File: src/rtl/bky_shift_chain.sv
// bky_shift_chain
// Serialising datapath stage that sits behind the Berkeley-register load
// controller. Each FIFO word is captured on RDENA, shifted out MSB-first on
// SHFT_ENA into a WORDS*WIDTH-bit chain, and the chain is published on the
// rising edge of SET_DONE if exactly WORDS*WIDTH bits were shifted and no
// RDENA/SHFT_ENA collision occurred during the load.
//
// Ports:
//   CLK        clock; all flops update on the falling edge
//   RST        asynchronous, active-high reset
//   START      load request level (rise restarts a load)
//   RDENA      FIFO pop / word-load strobe
//   SHFT_ENA   one-bit shift strobe
//   SET_DONE   load-complete level (rise triggers the count check)
//   DIN        FWFT FIFO head word
//   SDO        current serial bit (MSB of the word register)
//   DOUT       published parallel image
//   LOAD_VALID DOUT holds a complete, count-checked image
//   LOAD_ERR   last load ended with bad count or a strobe collision
//   BIT_CNT    bits shifted since the last START rise (saturating)
//
// All outputs come straight from flops; no input-to-output combinational path.

module bky_shift_chain #(
    parameter int WIDTH = 16,
    parameter int WORDS = 18,
    parameter int CNT_W = 9
) (
    input  logic                   CLK,
    input  logic                   RST,
    input  logic                   START,
    input  logic                   RDENA,
    input  logic                   SHFT_ENA,
    input  logic                   SET_DONE,
    input  logic [WIDTH-1:0]       DIN,
    output logic                   SDO,
    output logic [WORDS*WIDTH-1:0] DOUT,
    output logic                   LOAD_VALID,
    output logic                   LOAD_ERR,
    output logic [CNT_W-1:0]       BIT_CNT
);

    localparam int N = WORDS * WIDTH;
    localparam logic [CNT_W-1:0] FULL_CNT = CNT_W'(N);

    logic [WIDTH-1:0] word_q,    word_d;
    logic [N-1:0]     chain_q,   chain_d;
    logic [N-1:0]     dout_q,    dout_d;
    logic [CNT_W-1:0] bit_cnt_q, bit_cnt_d;
    logic             valid_q,   valid_d;
    logic             err_q,     err_d;
    logic             coll_q,    coll_d;
    logic             start_d_q, start_d_d;
    logic             done_d_q,  done_d_d;

    logic start_rise;
    logic done_rise;
    logic do_shift;
    logic collide;

    always_ff @(negedge CLK or posedge RST) begin
        if (RST) begin
            word_q    <= '0;
            chain_q   <= '0;
            dout_q    <= '0;
            bit_cnt_q <= '0;
            valid_q   <= 1'b0;
            err_q     <= 1'b0;
            coll_q    <= 1'b0;
            start_d_q <= 1'b0;
            done_d_q  <= 1'b0;
        end else begin
            word_q    <= word_d;
            chain_q   <= chain_d;
            dout_q    <= dout_d;
            bit_cnt_q <= bit_cnt_d;
            valid_q   <= valid_d;
            err_q     <= err_d;
            coll_q    <= coll_d;
            start_d_q <= start_d_d;
            done_d_q  <= done_d_d;
        end
    end

    always_comb begin
        start_rise = START & ~start_d_q;
        done_rise  = SET_DONE & ~done_d_q;
        // A load on the same edge as a shift wins; the shift is dropped.
        do_shift   = SHFT_ENA & ~RDENA;
        collide    = SHFT_ENA & RDENA;

        start_d_d  = START;
        done_d_d   = SET_DONE;
        word_d     = word_q;
        chain_d    = chain_q;
        dout_d     = dout_q;
        bit_cnt_d  = bit_cnt_q;
        valid_d    = valid_q;
        err_d      = err_q;
        coll_d     = coll_q;

        if (RDENA) begin
            word_d = DIN;
        end else if (do_shift) begin
            word_d = {word_q[WIDTH-2:0], 1'b0};
        end

        if (do_shift) begin
            chain_d = {chain_q[N-2:0], word_q[WIDTH-1]};
            if (bit_cnt_q != {CNT_W{1'b1}}) begin
                bit_cnt_d = bit_cnt_q + 1'b1;
            end
        end

        if (start_rise) begin
            // New load: restart the chain, keep the last published image.
            chain_d   = '0;
            bit_cnt_d = '0;
            valid_d   = 1'b0;
            err_d     = 1'b0;
            coll_d    = 1'b0;
        end else if (done_rise) begin
            // Check uses pre-edge count/chain; a shift on this edge is excluded.
            if (bit_cnt_q == FULL_CNT && !coll_q) begin
                dout_d  = chain_q;
                valid_d = 1'b1;
                err_d   = 1'b0;
            end else begin
                valid_d = 1'b0;
                err_d   = 1'b1;
            end
        end

        // A collision belongs to the load in progress, including one that
        // begins on this very edge.
        if (collide) begin
            coll_d = 1'b1;
        end
    end

    assign SDO        = word_q[WIDTH-1];
    assign DOUT       = dout_q;
    assign LOAD_VALID = valid_q;
    assign LOAD_ERR   = err_q;
    assign BIT_CNT    = bit_cnt_q;

endmodule

File: config.mk
export PLATFORM = sky130hd
export DESIGN_NAME = bky_shift_chain
export DESIGN_NICKNAME = d
export VERILOG_FILES = /design/src/rtl/bky_shift_chain.sv
export SDC_FILE = /design/constraint.sdc
export NUM_CORES = 1
export LEC_CHECK = 0
export ABC_CLOCK_PERIOD_IN_PS = 22700
export CAP_MARGIN = 30
export CORE_ASPECT_RATIO = 1.75
export CORE_UTILIZATION = 49
export DETAILED_ROUTE_END_ITERATION = 8
export HOLD_SLACK_MARGIN = 0.05
export PLACE_DENSITY = 0.75
export SLEW_MARGIN = 20
export SYNTH_ARGS = -nofsm -noshare
export SYNTH_HDL_FRONTEND = slang
export SYNTH_SLANG_ARGS = --single-unit
File: constraint.sdc
create_clock -name CLK -period 22.7 [get_ports CLK]
set_input_delay 5.675 -clock CLK [delete_from_list [all_inputs] [get_ports CLK]]
set_output_delay 5.675 -clock CLK [all_outputs]
set_load 0.01 [all_outputs]
# Word-level counts from Yosys, hierarchy flattened
# Index checks and enable logic that the tools add are counted.
[classes]
n_addsub = 1
n_eq_ne = 2
n_mux = 15
bitwise_logic = 8
reduce_logical = 9
[ops]
columns = ["cell", "n"]
rows = [
  ["$mux 288", 2],
  ["$mux 16", 2],
  ["$mux 9", 3],
  ["$reduce_bool 2->1", 5],
  ["$add 9x1->9 const B", 1],
  ["$eq 9x9->1 const B", 1],
  ["$ne 9x9->1 const B", 1],
  ["$mux 1", 8],
  ["$and 1x1->1", 4],
  ["$not 1->1", 4],
  ["$reduce_and 3->1", 1],
  ["$reduce_and 2->1", 1],
  ["$logic_and 1x1->1", 1],
  ["$logic_not 1->1", 1],
]
[totals]
regBits = 606
inputBits = 22
elab_cells = 44

# Depth between registers and ports, before layout
# Gate-level depths: netlist of run 1.
[logic_depth]
depth_word = 5
mapped_depth = 8

==> results summary, run 1 <==
The flow ran to the end, and the final reports show no timing, DRC or antenna violations. The data arrival time of the worst path came out at 8170 ps. Setup violations remaining at the end of the flow were counted as 0.

The sum of internal, switching and leakage power came out at 2.09 mW. The vertical extent of the die is 291 µm. In this run the worst path has a maximum fanout of 206. After detailed routing, the total wire length is 51700 µm.

Headroom to the max-slew limit came out at 25.3%. CTS placed an instance of clkbuf_16 at the clock tree root. The number of DRC markers in iteration 0 is 1096. The number of nets in the synthesized netlist is 2019.

The number of buffers inserted to repair setup after CTS is 0. Counting flops and latches in the post-synthesis netlist gives 606. The clock drives 606 sinks. The count of mapped cells out of synthesis came out at 1994. The tool flagged a number of max-cap violations equal to 0. The number of buffers added by the clock tree synthesis step is 52.

The library cells used most frequently in the layout, excluding fill and tap cells, are dfrtn_1, nand2_1, clkdlybuf4s50_1, a21oi_1, mux2_1. The floorplan step defined a die boundary enclosing 48600 µm². The width of the chip came out at 167 µm. The aggregate global-route resource usage came out at 21.5%. The initial antenna violation count is 0.

The most numerous cell type found on the critical path is buf_12. The maximum root-to-sink buffer count is 3. The netlist area before placement is 23400 µm². The power density over the cells is 72.7 nW/µm². The routability congestion estimate from global placement came out at 0.790.

The H-tree depth reported by CTS came out at 2. The final-layout worst hold slack came out at 430 ps. The global-route wire length before repair came out at 84900 µm. Setup repair after global routing left no endpoint under its margin. The cell area reported after detailed placement is 26900 µm². The number of global-route vias before repair is 15900.

The count of hold-fix buffers inserted at cts is 0. Cells fill 61.1% of the core in the end. The starting utilization of the core area came out at 49.7%. The sequential-to-total area share from yosys stat is 64.8%. Relative to the synthesized area, the layout overhead comes to 22.9%. The transition time of the tightest slew-check pin is 1120 ps. On the critical path, the stage with the largest delay is an instance of buf_12. The startpoint-to-endpoint class of the critical path is in -> reg. In this run the standard cell core region covers 47000 µm².

The tightest min-delay check is of the reg -> reg type. In this run, post-CTS repair resized a total of 0 instances. The first TritonRoute pass finished after 5 iterations.

The antenna violation net count after detailed routing came out at 0. The setup skew after layout came out at 15.9 ps. The count of pins over their slew limit came out at 0. 0 antenna diodes ended up in the layout. After clock tree synthesis, the clock-pin slew on the worst setup and hold paths is 50 ps. The largest net degree at the start of global routing is 207.

The number of top-level pins came out at 322. The count of vias placed by the detailed router is 15400. The overall overflow remaining after global route is 0. After detailed routing, the number of vias per cell comes to 5.32.

For this design the static power due to leakage is 13.4 nW. In this run switching power makes up 21.8% of total power. The clock group share of total power is 44.4%. The worst setup path is launched from a primary input. The average footprint of a synthesized cell is 11.7 µm².

The initialized floorplan defines 105 standard-cell rows. For this run, design rule violations remaining after detail routing come to 0. After the last flow step, the layout net total stands at 2283. Across the VDD grid, the largest voltage drop is 0.0000651 V. After legalization and detailed placement, the total HPWL measured 32200 µm. The final cell area excluding filler cells came out at 28700 µm². The internal portion of the total power is 1.63 mW. The most common cell after layout, fill and taps aside is dfrtn_1. The number of endpoints with negative hold slack in the final report is 0. The signal on the critical path passes through clkdlybuf4s50_1 -> nor2b_4 -> buf_12 -> nor2_4 -> buf_12 -> mux2_1. Of the total power, registers draw 52.4%. The detailed-route wire length per cell came out at 17.9 µm. The worst setup path is captured at a flip-flop. The switching power total came out at 0.456 mW. The TritonCTS clock tree is built.

The Yosys step of the flow raised 0 warnings. At the later pin of the worst-skew pair, clock insertion delay measures 570 ps. Buffers placed on the I/O ports in this run total 321. The logic gate share of total power came out at 3.3%.

On the worst path, the slowest cell contributes a delay of 540 ps. The synthesized netlist contains 30 unique library cells. The fraction of layout instances using a drive strength above 1 came out at 8.12%. The endpoint required time on the critical path is 11750 ps.
-- state kept, by name, indices dropped and copies added, names as in the netlist --
| register | count |
|---|---|
| start_d_q | 1 |
| BIT_CNT | 9 |
| LOAD_ERR | 1 |
| done_d_q | 1 |
| coll_q | 1 |
| chain_q | 288 |
| DOUT | 288 |
| word_q | 16 |
| LOAD_VALID | 1 |
-- synth_stat cells --
master | count | area, µm²
o21ai_0 | 18 | 90.1
buf_2 | 29 | 145
nor2_4 | 1 | 11.3
nand2_1 | 596 | 2240
a22o_1 | 1 | 8.76
and3_1 | 1 | 6.26
mux2_2 | 68 | 766
a21oi_1 | 291 | 1460
and4bb_1 | 1 | 12.5
buf_6 | 22 | 248
nand2b_1 | 4 | 25.0
clkbuf_1 | 66 | 248
inv_1 | 3 | 11.3
nand3_1 | 2 | 10.0
nor2_1 | 9 | 33.8
nand4_1 | 3 | 18.8
nor2b_1 | 3 | 18.8
buf_4 | 4 | 30.0
xor2_1 | 3 | 26.3
mux2_1 | 220 | 2480
dfrtn_1 | 606 | 15200
nand4_2 | 1 | 12.5
buf_1 | 14 | 52.6
o211a_1 | 1 | 10.0
ha_1 | 3 | 37.5
nor3b_2 | 2 | 25.0
nor3_1 | 1 | 5.00
mux2i_1 | 15 | 150
xnor2_1 | 4 | 35.0
nor4_1 | 2 | 12.5
-- per-stage QoR --
stage | setup TNS [ps] | worst slack, ps | instances
after global placement | 0 | 2960 | 2791
after global routing | 0 | 3400 | 2890
after CTS | 0 | 3490 | 2889
final | 0 | 3590 | 2890
after detailed placement | 0 | 2890 | 2791
after floorplan | -1415120 | -2340 | 1994
-- power by group through the flow --
stage | Combinational, mW | Sequential (mW) | Clock, mW
detailed placement | 0.0696 | 1.11 | 0
finish | 0.0681 | 1.09 | 0.927
global route | 0.0775 | 1.09 | 0.990
CTS | 0.0697 | 1.09 | 0.946
global placement | 0.0684 | 1.11 | 0
floorplan | 0.0454 | 1.11 | 0
-- critical path, delay by kind of cell --
kind / cells / cell delay, ps
buf+inv: 3 / 1360
mux: 1 / 470
simple gates: 2 / 450
-- per-layer routing --
metal  routed length [µm]  track usage [%]  vias up
met5                    0                0        -
met4                 1980             8.64        0
met3                 2220             3.52       91
met2                27300             38.5      329
met1                20100             25.8     7831
li1                     -                -     7132
-- path summary, 6_finish.rpt --
check	startpoint	end	slack, ps	depth (start not counted)
max	START	DOUT[135]$_DFFE_NP0P_	3590	6
min	DOUT[276]$_DFFE_NP0P_	DOUT[276]$_DFFE_NP0P_	430	1
max reg2reg	BIT_CNT[0]$_DFFE_NP0P_	DOUT[189]$_DFFE_NP0P_	20030	7
min reg2reg	DOUT[276]$_DFFE_NP0P_	DOUT[276]$_DFFE_NP0P_	430	1
max in group asynchronous	RST	word_q[9]$_DFFE_NP0P_	4290	4
min in group asynchronous	RST	DOUT[112]$_DFFE_NP0P_	16760	2
-- logic make-up after synthesis --
family | count (synthesis) | share of synthesized area (%)
xor gates and xnor gates | 7 | 0.262
and+or+nand+nor | 626 | 10.4
AOI/OAI and AO/OA | 311 | 6.69
muxes | 303 | 14.5
adders and majority gates | 3 | 0.161
buffers and inverters | 138 | 3.14
DFF | 606 | 64.8
-- cell type report --
cell class | instances | area (µm²)
timing repair buffer | 345 | 3520
inverter | 3 | 15.0
multi-input combinational | 1250 | 7510
sequential | 606 | 15200
clock inverter | 23 | 272
fill | 3710 | 18300
clock buffer | 75 | 1530
tap | 588 | 736
No activity file was read; power rests on OpenSTA's default activity.
==> inputs of run 2 (changes only) <==
--- a/config.mk
+++ b/config.mk
@@ -5,7 +5,7 @@
 export SDC_FILE = /design/constraint.sdc
 export NUM_CORES = 1
 export LEC_CHECK = 0
-export ABC_CLOCK_PERIOD_IN_PS = 22700
+export ABC_CLOCK_PERIOD_IN_PS = 16400
 export CAP_MARGIN = 30
 export CORE_ASPECT_RATIO = 1.75
 export CORE_UTILIZATION = 49
==> constraint.sdc (replaced) <==
create_clock -name CLK -period 16.4 [get_ports CLK]
set_input_delay 4.1 -clock CLK [delete_from_list [all_inputs] [get_ports CLK]]
set_output_delay 4.1 -clock CLK [all_outputs]
set_load 0.01 [all_outputs]
==> results summary, run 2 (synthesis results as in run 1) <==
In this run the tightest slew margin relative to its limit is 33.2%. The sum of internal, switching and leakage power came out at 2.92 mW. The maximum root-to-sink buffer count is 3. The total iterations of the first detailed-routing run is 5. The source-to-sink clock delay at the later pin of the worst-skew pair came out at 570 ps. The minimum setup slack in the final design is 2190 ps. The number of instances resized during post-cts repair came out at 0. The worst setup path is launched from a primary input. Setup repair after global routing left no endpoint under its margin. The post-route netlist has 8.05% of its cells at a drive strength greater than 1. For hold timing, the worst endpoint is DOUT[40]$_DFFE_NP0P_. The number of buffers added by the clock tree synthesis step came out at 54. The clock arrives with 12.7 ps of skew. The TritonCTS clock tree is built. The worst reg-to-reg setup slack is 13860 ps.

The power density over the cells came out at 101 nW/µm². After clock tree synthesis, the clock-pin slew on the worst setup and hold paths is 50 ps. The count of vias placed by the detailed router came out at 15400. The aggregate global-route resource usage is 21.4%. The area of the die is 48600 µm². The critical path is of the in -> reg type. The non-filler instance count after layout came out at 2887.

The path class of the tightest hold or removal check is reg -> reg. STA classifies the critical path endpoint as a flip-flop. The count of buffers added on input and output ports is 321. The endpoint required time on the critical path came out at 8560 ps. The number of fill cells is 3745.

The count of hold-fix buffers inserted at cts is 0. The number of endpoints with negative hold slack in the final report is 0. The overall overflow remaining after global route came out at 0. The sum of routed wire length over all layers is 51600 µm. Clock tree synthesis found a total of 606 sinks. The largest net degree at the start of global routing is 179. Along the worst hold path, the cell count comes to 1.

Clock tree synthesis selected as its root buffer the cell clkbuf_16. Summed over all cells, the static leakage comes to 13.4 nW. The startpoint identified for the worst register-to-register timing path is BIT_CNT[0]$_DFFE_NP0P_. The antenna cell count came out at 0. The starting utilization of the core area came out at 49.7%.

In this run the cell area measured after placement is 27000 µm². Including well taps, the total number of placed cells is 2791. The most common cell after layout, fill and taps aside is dfrtn_1. The estimated wirelength of the detail-placed design is 32600 µm. The transition time of the tightest slew-check pin came out at 1000 ps. The worst setup timing slack at the placement stage came out at 1650 ps. The highest fanout seen on the critical path came out at 84.

The flow ran to the end, and the final reports show no timing, DRC or antenna violations. The critical hold path startpoint is DOUT[40]$_DFFE_NP0P_. The final net count is 2284. The routability congestion estimate from global placement is 0.774. The H-tree depth reported by CTS is 2.

The initial antenna violation count came to 0. The vias per cell came out at 5.32. The maximum resistive drop on vdd is 0.0000983 V.

The area growth from synthesis to layout is 23.2%. The number of buffers inserted to repair setup after CTS came out at 0. After detailed routing, the number of remaining DRC violations is 0. Setup violations remaining at the end of the flow were counted as 0. The number of global-route vias before repair is 15800. The tool flagged a number of max-cap violations equal to 0. The critical register-to-register path endpoint is DOUT[117]$_DFFE_NP0P_.

The count of pins over their slew limit is 0. The vertical extent of the die came out at 291 µm. Leaving out fill and tap cells, the most frequent cells in the layout are dfrtn_1, nand2_1, clkdlybuf4s50_1, a21oi_1, mux2_1. The global-route wire length before repair came out at 84300 µm.

Pin placement for this block handled 322 I/O pins. The antenna violation net count after detailed routing is 0. In this run, the number of DRC markers left after iteration 0 of detailed routing was 1185.

The detailed-route wire length per cell is 17.9 µm. The data arrival time of the worst path is 6370 ps. The final cell area excluding filler cells is 28800 µm². The die is 167 µm wide. The standard-cell row count is 105.

The length in cells of the worst reg-to-reg path came out at 8. The placeable core area is 47000 µm².
[run 2: cell types whose count changed in the layout (fill, tap and decap cells not counted), sizes merged]
cell / delta
clkinv: -4
clkbuf: +2
buf: -1
bufinv: +1
inv: -1
[run 2: metal layers]
metal / vias up / global-route usage (%) / wire length (µm) / part of all wire [%]
met5: - / 0 / 0 / 0
met4: 0 / 9.33 / 2150 / 4.2
met3: 107 / 4.34 / 2660 / 5.1
met2: 384 / 37.9 / 27000 / 52
met1: 7746 / 25.1 / 19900 / 38
li1: 7118 / - / - / -
[run 2: report_power, final]
part	internal [mW]	leakage, nW	switching, mW
Clock	0.764	0.894	0.549
Sequential	1.51	8.43	0.00569
Combinational	0.0203	4.05	0.0744
[run 2: worst max path at each step]
stage,startpoint,end,slack [ps],depth (start not counted)
3_5_place_dp,START,chain_q[215]$_DFFE_NP0P_,1650,5
5_1_grt,START,chain_q[167]$_DFFE_NP0P_,2110,5
6_report,START,chain_q[167]$_DFFE_NP0P_,2190,5
2_1_floorplan,RST,BIT_CNT[0]$_DFFE_NP0P_,-3910,1
3_3_place_gp,SET_DONE,DOUT[109]$_DFFE_NP0P_,1690,7
4_1_cts,START,chain_q[179]$_DFFE_NP0P_,2240,5
[run 2: worst max-delay path: stages]
cell and delay, ps:
clkdlybuf4s50_1 530, nor2b_4 200, buf_4 510, buf_4 780, a21oi_1 110
[run 2: cell type report]
class                           instances  area, µm²  share of cell area, %
Clock buffer                           77       1580                   5.48
Multi-Input combinational cell       1250       7510                   26.1
Tap cell                              588        736                   2.55
Clock inverter                         19        273                  0.947
Sequential cell                       606      15200                   52.6
Timing Repair Buffer                  344       3540                   12.3
Inverter                                3       15.0                 0.0521
[run 2: metrics by stage]
| stage | util, % | TNS, ps | hold WS (ps) |
|---|---|---|---|
| 6_report | 61.3 | 0 | 428 |
| 4_1_cts | 61.3 | 0 | 434 |
| 5_1_grt | 61.3 | 0 | 452 |
| 3_5_place_dp | 57.3 | 0 | 434 |
| 2_1_floorplan | - | -2369570 | 416 |
| 3_3_place_gp | 57.3 | 0 | 428 |
==> inputs of run 3 (changes only) <==
--- a/config.mk
+++ b/config.mk
@@ -5,13 +5,14 @@
 export SDC_FILE = /design/constraint.sdc
 export NUM_CORES = 1
 export LEC_CHECK = 0
+export ABC_AREA = 1
 export ABC_CLOCK_PERIOD_IN_PS = 16400
 export CAP_MARGIN = 30
 export CORE_ASPECT_RATIO = 1.75
-export CORE_UTILIZATION = 49
+export CORE_UTILIZATION = 50
 export DETAILED_ROUTE_END_ITERATION = 8
 export HOLD_SLACK_MARGIN = 0.05
-export PLACE_DENSITY = 0.75
+export PLACE_DENSITY = 0.76
 export SLEW_MARGIN = 20
 export SYNTH_ARGS = -nofsm -noshare
 export SYNTH_HDL_FRONTEND = slang
==> results summary, run 3 <==
Among all flip-flop cells after synthesis, the most frequent one is dfrtn_1. The cell accounting for the most synthesized area is dfrtn_1. The number of global-route vias before repair was 19000. The number of buffers inserted to repair setup after CTS came out at 0.

The count of vias placed by the detailed router came out at 19900. Clock latency on the worst-skew pair, taken at its later pin, is 570 ps. Counting instances in the post-synthesis netlist gives the leading cell types as nand2_1, dfrtn_1, nand4_1. The number of failing setup endpoints in the final timing report is 0. The most common cell in the synthesized netlist is nand2_1. The DRC violations left is 0.

The headroom to the max-slew limit is 33.9%. The number of top-level pins came out at 322. The count of hold-fix buffers inserted at cts came out at 0. The initial antenna violation count is 0. The first global-routing pass estimated 99700 µm of wire. The maximum resistive drop on vdd is 0.0000768 V. The library cell used most frequently in the layout, excluding fill and tap cells, is nand2_1. The most crowded layer after global routing is met2.

The antenna violation net count after detailed routing came out at 0. The overall overflow remaining after global route is 0. Max-cap violations in this run came to 0. STA classifies the critical path endpoint as a flip-flop. Setup repair after global routing left no endpoint under its margin.

The number of antenna diodes in the final layout is 0. The number of endpoints with negative hold slack in the final report is 0. The clock slew at the register clock pins of the worst setup and hold paths is 50 ps. The area of the die came out at 50000 µm². The met3 global-route usage came out at 2.88%. The routability congestion estimate from global placement came out at 0.798. The detailed-route wire length per cell is 17.1 µm. The H-tree was split into 2 levels. The width of the chip is 170 µm. The count of mapped cells out of synthesis came out at 2705. The share of synthesized flip-flops with an asynchronous set or reset came out at 100%. The vertical extent of the die is 295 µm. The sum of internal, switching and leakage power is 2.86 mW. The flow ran to the end, and the final reports show no timing, DRC or antenna violations. The clock drives 606 sinks. The root buffer cell is clkbuf_16. The stage delay of the slowest cell on the critical path is 770 ps.

The number of buffers added by the clock tree synthesis step is 52. After the last flow step, the layout net total stands at 2909. The critical-path cell with the highest stage delay is buf_4.

The worst setup path is of the in -> reg kind. The netlist area before placement came out at 24600 µm². The sum of negative setup slack is 0 ps. After floorplanning, the core was sized to cover 48600 µm².

The largest net degree at the start of global routing came out at 218. The count of unique library cells instantiated by Yosys came out at 20. The length in cells of the worst reg-to-reg path came out at 8. The highest fanout seen on the critical path came out at 217. The clock arrives with 15.8 ps of skew. In this run the static leakage power is 14.0 nW.

The transition time of the tightest slew-check pin came out at 991 ps. The number of DRC markers in iteration 0 is 1841. The non-filler instance count after layout came out at 3580. In the layout the commonest cells are nand2_1, dfrtn_1, clkdlybuf4s50_1, nand4_1, a21oi_1. The fraction of layout instances using a drive strength above 1 is 4.14%. The routing usage on met1 came out at 32.8%. The total of flip-flops plus latches after synthesis is 606. Synthesis produced a netlist with a net count of 2730. Power spread over the standard cell area amounts to 96.5 nW/µm².

The average footprint of a synthesized cell came out at 9.08 µm². After clock tree synthesis, the repair step resized 0 gates. The tightest min-delay check is of the reg -> reg type.

The sequential-to-total area share from yosys stat is 61.7%. The data arrival time of the worst path came out at 6960 ps. The synthesized design devotes to its leading area cell type 61.7% of total area. The aggregate global-route resource usage came out at 24.4%.

The TritonCTS clock tree is built. The number of placed instances, taps included came out at 3480. The starting utilization of the core area came out at 50.5%.

The cell that appears most often on the critical path is nand2_1. The endpoint required time on the critical path came out at 8790 ps. The number of flops mapped to enable cells by yosys came out at 0. The maximum root-to-sink buffer count is 3. STA classifies the critical path startpoint as a primary input.

The routed design has 61100 µm of wire. Detailed placement finished with a half-perimeter wire length of 36000 µm. The count of pins over their slew limit was 0. Sorting the synthesized cells by area gives the leading types as dfrtn_1, nand2_1, nand4_1. The signal on the critical path passes through clkdlybuf4s50_1 -> nand2_1 -> nor2_4 -> buf_12 -> buf_4 -> nand4_1 -> nand2_1.

The total iterations of the first detailed-routing run is 6. Input and output buffers added on the ports amount to 321. The area growth from synthesis to layout came out at 20.8%. The number of warnings reported in the yosys synthesis log came out at 0. The met2 usage in global routing came out at 40.7%.

The standard-cell row count came out at 107. The number of instances on the worst hold path came out at 2. The vias per cell is 5.55.
==> run 3: power by group <==
part	leakage (nW)	internal [mW]	total [mW]	switching, mW
combinational	4.72	0.0224	0.109	0.0869
sequential	8.43	1.51	1.51	0.00450
clock	0.842	0.694	1.24	0.545
total	14.0	2.23	2.86	0.637
==> run 3: cell families after synthesis <==
group | after synthesis | synth area share (%)
buf+inv | 256 | 5.19
flops | 606 | 61.7
simple gates | 1528 | 26.4
compound gates | 312 | 6.54
fa+ha+maj | 3 | 0.153
==> run 3: worst max-delay path: cells and delay by family <==
kind,cells,cell delay (ps)
buf+inv,3,1960
simple gates,4,730
==> run 3: final cells by class <==
type | instances | area (µm²)
Clock buffer | 79 | 1540
Clock inverter | 17 | 176
Fill cell | 4062 | 18900
Inverter | 28 | 109
Multi-Input combinational cell | 1843 | 8180
Sequential cell | 606 | 15200
Tap cell | 654 | 818
Timing Repair Buffer | 353 | 3690
==> run 3: stage by stage <==
stage	util [%]	hold WS [ps]	cell area [µm²]	setup WS (ps)
after floorplan	-	413	24600	-3910
after global routing	61.1	438	29700	1720
after global placement	57.3	414	27800	1250
after detailed placement	57.4	418	27900	1200
final	61.1	415	29700	1830
after CTS	60.9	419	29600	1790
==> run 3: final timing paths <==
check,startpoint,slack [ps],endpoint
setup / recovery,SET_DONE,1830,DOUT[96]$_DFFE_NP0P_
hold reg to reg,DOUT[268]$_DFFE_NP0P_,420,DOUT[268]$_DFFE_NP0P_
setup reg to reg,BIT_CNT[0]$_DFFE_NP0P_,13440,DOUT[96]$_DFFE_NP0P_
hold / removal,DOUT[268]$_DFFE_NP0P_,420,DOUT[268]$_DFFE_NP0P_
min in group asynchronous,RST,11950,chain_q[119]$_DFFE_NP0P_
max in group asynchronous,RST,3270,DOUT[215]$_DFFE_NP0P_
==> run 3: layer usage <==
layer | part of all wire, % | vias up
li1 | - | 9272
met1 | 41 | 9727
met2 | 50 | 737
met3 | 5.3 | 124
met4 | 3.5 | 0
met5 | 0 | -
